--- src/rtl/irq_dispatcher.sv ---
// Priority interrupt dispatcher: arbitrates synchronized level requests, presents irq/vector,
// emits a one-cycle clear address on acknowledge and sequences service, EOI and drain.
// Optional per-source masking is enabled with the IRQ_DISPATCHER_MASK_EN macro.
module irq_dispatcher #(
  parameter int unsigned NUM_SRC      = 4,
  parameter logic [31:0] VEC_BASE     = 32'h0000_0100,
  parameter logic [31:0] ACK_BASE     = 32'h0000_0400,
  parameter int unsigned DRAIN_CYCLES = 2
) (
  input  logic               clock,
  input  logic               reset,
  input  logic [NUM_SRC-1:0] int_req,
  output logic               irq,
  output logic [31:0]        irq_vector,
  input  logic               cpu_ack,
  input  logic               eoi,
  output logic [31:0]        access_addr,
  output logic [3:0]         active_id,
  input  logic               mask_we,
  input  logic [NUM_SRC-1:0] mask_wdata
);

  localparam int unsigned CntW = $clog2(DRAIN_CYCLES + 2);

  typedef enum logic [2:0] {StIdle, StPend, StAck, StService, StDrain} state_e;

  state_e             state_q, state_d;
  logic [NUM_SRC-1:0] req_meta_q, req_s_q;
  logic [NUM_SRC-1:0] masked, eligible;
  logic [3:0]         pick;
  logic [3:0]         sel_q, sel_d;
  logic               irq_q, irq_d;
  logic [31:0]        vec_q, vec_d;
  logic [31:0]        addr_q, addr_d;
  logic [3:0]         id_q, id_d;
  logic [CntW-1:0]    cnt_q, cnt_d;

`ifdef IRQ_DISPATCHER_MASK_EN
  logic [NUM_SRC-1:0] mask_q, mask_d;

  assign mask_d = mask_we ? mask_wdata : mask_q;

  always_ff @(posedge clock or posedge reset) begin
    if (reset) begin
      mask_q <= '0;
    end else begin
      mask_q <= mask_d;
    end
  end

  assign masked = mask_q;
`else
  logic unused_mask;
  assign unused_mask = ^{mask_we, mask_wdata};
  assign masked      = '0;
`endif

  assign eligible = req_s_q & ~masked;

  // Lowest set index wins: scan downward so the last hit is the smallest index.
  always_comb begin
    pick = '0;
    for (int i = int'(NUM_SRC) - 1; i >= 0; i--) begin
      if (eligible[i]) begin
        pick = 4'(i);
      end
    end
  end

  always_comb begin
    state_d = state_q;
    sel_d   = sel_q;
    irq_d   = irq_q;
    vec_d   = vec_q;
    addr_d  = addr_q;
    id_d    = id_q;
    cnt_d   = cnt_q;
    unique case (state_q)
      StIdle: begin
        if (|eligible) begin
          sel_d   = pick;
          irq_d   = 1'b1;
          vec_d   = VEC_BASE + {26'b0, pick, 2'b00};
          state_d = StPend;
        end
      end
      StPend: begin
        if (cpu_ack) begin
          irq_d   = 1'b0;
          addr_d  = ACK_BASE + {26'b0, sel_q, 2'b00};
          id_d    = sel_q;
          state_d = StAck;
        end
      end
      StAck: begin
        addr_d  = '0;
        state_d = StService;
      end
      StService: begin
        if (eoi) begin
          if (DRAIN_CYCLES == 0) begin
            state_d = StIdle;
          end else begin
            cnt_d   = CntW'(DRAIN_CYCLES);
            state_d = StDrain;
          end
        end
      end
      StDrain: begin
        // Stay exactly DRAIN_CYCLES cycles so the cleared source can drop its request.
        cnt_d = cnt_q - CntW'(1);
        if (cnt_q <= CntW'(1)) begin
          cnt_d   = '0;
          state_d = StIdle;
        end
      end
      default: state_d = StIdle;
    endcase
  end

  always_ff @(posedge clock or posedge reset) begin
    if (reset) begin
      req_meta_q <= '0;
      req_s_q    <= '0;
      state_q    <= StIdle;
      sel_q      <= '0;
      irq_q      <= 1'b0;
      vec_q      <= '0;
      addr_q     <= '0;
      id_q       <= '0;
      cnt_q      <= '0;
    end else begin
      req_meta_q <= int_req;
      req_s_q    <= req_meta_q;
      state_q    <= state_d;
      sel_q      <= sel_d;
      irq_q      <= irq_d;
      vec_q      <= vec_d;
      addr_q     <= addr_d;
      id_q       <= id_d;
      cnt_q      <= cnt_d;
    end
  end

  assign irq         = irq_q;
  assign irq_vector  = vec_q;
  assign access_addr = addr_q;
  assign active_id   = id_q;

endmodule

--- config.mk ---
export PLATFORM = sky130hd
export DESIGN_NAME = irq_dispatcher
export DESIGN_NICKNAME = d
export VERILOG_FILES = /design/src/rtl/irq_dispatcher.sv
export SDC_FILE = /design/constraint.sdc
export NUM_CORES = 1
export LEC_CHECK = 0
export ABC_CLOCK_PERIOD_IN_PS = 1800
export CAP_MARGIN = 20
export CORE_MARGIN = 2
export CORE_UTILIZATION = 37
export DETAILED_ROUTE_END_ITERATION = 7
export GPL_ROUTABILITY_DRIVEN = 1
export HOLD_SLACK_MARGIN = 0.06
export PLACE_DENSITY_LB_ADDON = 0.1
export SKIP_LAST_GASP = 1
export SLEW_MARGIN = 20
export SYNTH_ARGS = -nofsm -noshare
export SYNTH_HDL_FRONTEND = slang
export SYNTH_SLANG_ARGS = --single-unit
--- constraint.sdc ---
create_clock -name clock -period 1.8 [get_ports clock]
set_clock_uncertainty 0.05 [all_clocks]
set_input_delay 0.36 -clock clock [delete_from_list [all_inputs] [get_ports clock]]
set_output_delay 0.36 -clock clock [all_outputs]
set_load 0.1 [all_outputs]
==> impl_metrics.tcl <==
set metrics [dict create \
    leakagePower_uw 0.000733 \
    seq_area_um2 551 \
    htreeDepth 1 \
    detail_route.wl_per_cell_um 10.1 \
    hold_buffers 0 \
    fp.coreArea_um2 3420 \
    fillers 331 \
    crit_type "register to register" \
    grt_setup_unrepaired "false" \
    synthCells 134 \
    grt_overflow 0 \
    layout.cells.non_filler 199 \
    arrival_ns 1.64 \
    rows 21 \
    first_pass_iters 4 \
    vias_per_cell 3.82 \
    grt_pass1_vias 710 \
    yosysSeqAreaShare_pct 41.2 \
    ys_async_sr_fraction_pct 100 \
    cp.required_ns 1.96 \
    max_freq_mhz 679 \
    cp-start-kind "register" \
    clk_pin_slew_ns 0.12 \
    clk-insertion-delay-late_ns 0.31 \
    io_buffers 16 \
    drtIter0Drc 9 \
    drv_slew 0 \
    peakVddDrop_mv 0.732 \
    yosysMostFrequentCell "buf_4" \
    clockRootBuffer "clkbuf_4" \
    cts.sinks 22 \
    antenna_left 0 \
    end_kind "register" \
    dp_cells 195 \
    antenna_found_initial 0 \
    avgSynthCellArea_um2 9.98 \
    drive_gt1_share_pct 14.4 \
    ys_ff_latch 22 \
    grtUsageTotal_pct 9.96 \
    antennaDiodeCount 0 \
    cts_tree "done" \
    synthTopCellsByCount "buf_4, dfrtp_1, nand2_1" \
    finalSetupTns_ns 0 \
    pwr_density_cell_nw_per_um2 2100 \
    netlist_area_um2 1340 \
    grt_pass1_wl_mm 3.26 \
    setup-violations-final 0 \
    pin_count 82 \
    start_util_pct 39.2 \
    maxCapViolCount 0 \
    gr-usage-met2_pct 17.1 \
    multiInputGateArea_um2 527 \
    wl_mm 2.00 \
    met3_usage_pct 3.52 \
    cts_setup_buffers 0 \
    hold_viol_final 0 \
    busiest_layer "met2" \
    power_uw 3100 \
    fin_crit_sh_pct 81.8 \
    worst_pin_slew_ns 0.531 \
    synth_top_area_cell "dfrtp_1" \
    dieArea_um2 4110 \
    min_path_type "primary input to asynchronous set/reset pin" \
    dpl.hpwl_mm 1.55 \
    status "finished clean" \
    nNetsFinal 167 \
    synth_cell_type_count 28 \
    area_delta_synth_final_pct 10.0 \
    synth_edf_count 0 \
    grt_util_met1_pct 12.4 \
    gp_congestion 0.709 \
    grt_max_degree 23 \
    remaining_drc_errors 0 \
    ys_warn_count 0 \
    synthDominantCellAreaShare_pct 41.2 \
    numCtsBuffers 3 \
    vias 761 \
    synth_ff_type "dfrtp_1" \
    clockBufferDepth 2 \
    die_w_um 64.1 \
    crit_fanout 15 \
    min_period_ns 1.47 \
    fp.dieH_um 64.1 \
    post_cts_resized 0 \
    ys_top_cells_by_area "dfrtp_1, buf_4, nor3_2, a21o_1, mux2_1" \
    slew_headroom_pct 64.6 \
]
## cell families after synthesis
family / count (synthesis) / synth area share (%)
buf+inv: 66 / 36.0
mux: 2 / 1.68
flops: 22 / 41.2
simple gates: 19 / 8.51
other cells: 1 / 0.280
compound gates: 24 / 12.3
## state kept, by name, summed over array words and instances, names as in the netlist
name / flops
eligible: 4
req_meta_q: 4
access_addr: 3
state_q: 3
active_id: 2
cnt_q: 2
irq_vector: 2
irq: 1
sel_q: 1
## cells in the final DEF (no fill, tap or decap), types with 2 or more instances in the layout
cell type and instances:
nor3_2 3, a21oi_1 3, buf_4 3, o21ai_1 4, clkdlybuf4s50_1 7, a21o_1 3
nor2_1 2, o21a_1 2, a22o_1 2, buf_12 9, a32o_1 2, conb_1 60
o21ai_0 2, dfrtp_1 22, inv_1 2, nand3_1 2, nand2_1 5, mux2_1 2
a31oi_1 3, clkbuf_4 3, nor3_1 2
## final timing paths
path,slack [ns],startpoint,cells after the start,end
setup reg to reg,0.33,state_q[1],3,irq_vector[3]
setup / recovery,0.33,state_q[1],3,irq_vector[3]
hold / removal,0.31,reset,3,req_meta_q[1]
hold reg to reg,0.31,req_meta_q[2],0,eligible[2]
min in group clock,0.31,req_meta_q[2],0,eligible[2]
max in group asynchronous,1.16,reset,3,access_addr[2]
## worst max-delay path, cell delays in order (launching register included)
cell	delay [ns]
dfrtp_1	0.59
nor3_2	0.44
o21ai_0	0.17
o21a_1	0.13
## report_power, final
group          switching, µW  internal (µW)
registers                239            625
clock network            153            225
logic                   1340            510
total                   1740           1360
## per-stage QoR
stage	util, %	hold WS [ns]	setup slack, ns	area [µm²]
final	43.1	0.312	0.327	1470
after global routing	43.1	0.334	0.172	1470
after CTS	43.1	0.316	0.311	1470
after detailed placement	41.5	0.287	0.0756	1420
after global placement	41.5	0.283	0.0813	1420
after floorplan	-	0.281	0.272	1560
## metal layers
layer | share of wire [%] | up-vias | routed length (µm)
li1 | - | 370 | -
met1 | 40 | 357 | 808
met2 | 53 | 32 | 1050
met3 | 6.8 | 2 | 136
met4 | 0.20 | 0 | 4
met5 | 0 | - | 0
## area by class of cell
type | count | share of cell area (%)
multi-input combinational | 105 | 35.8
clock inverter | 1 | 2.04
inverter | 3 | 0.765
timing repair buffer | 19 | 18.5
clock buffer | 3 | 1.53
tap | 46 | 3.91
sequential | 22 | 37.4
No activity file was read; power rests on OpenSTA's default activity.
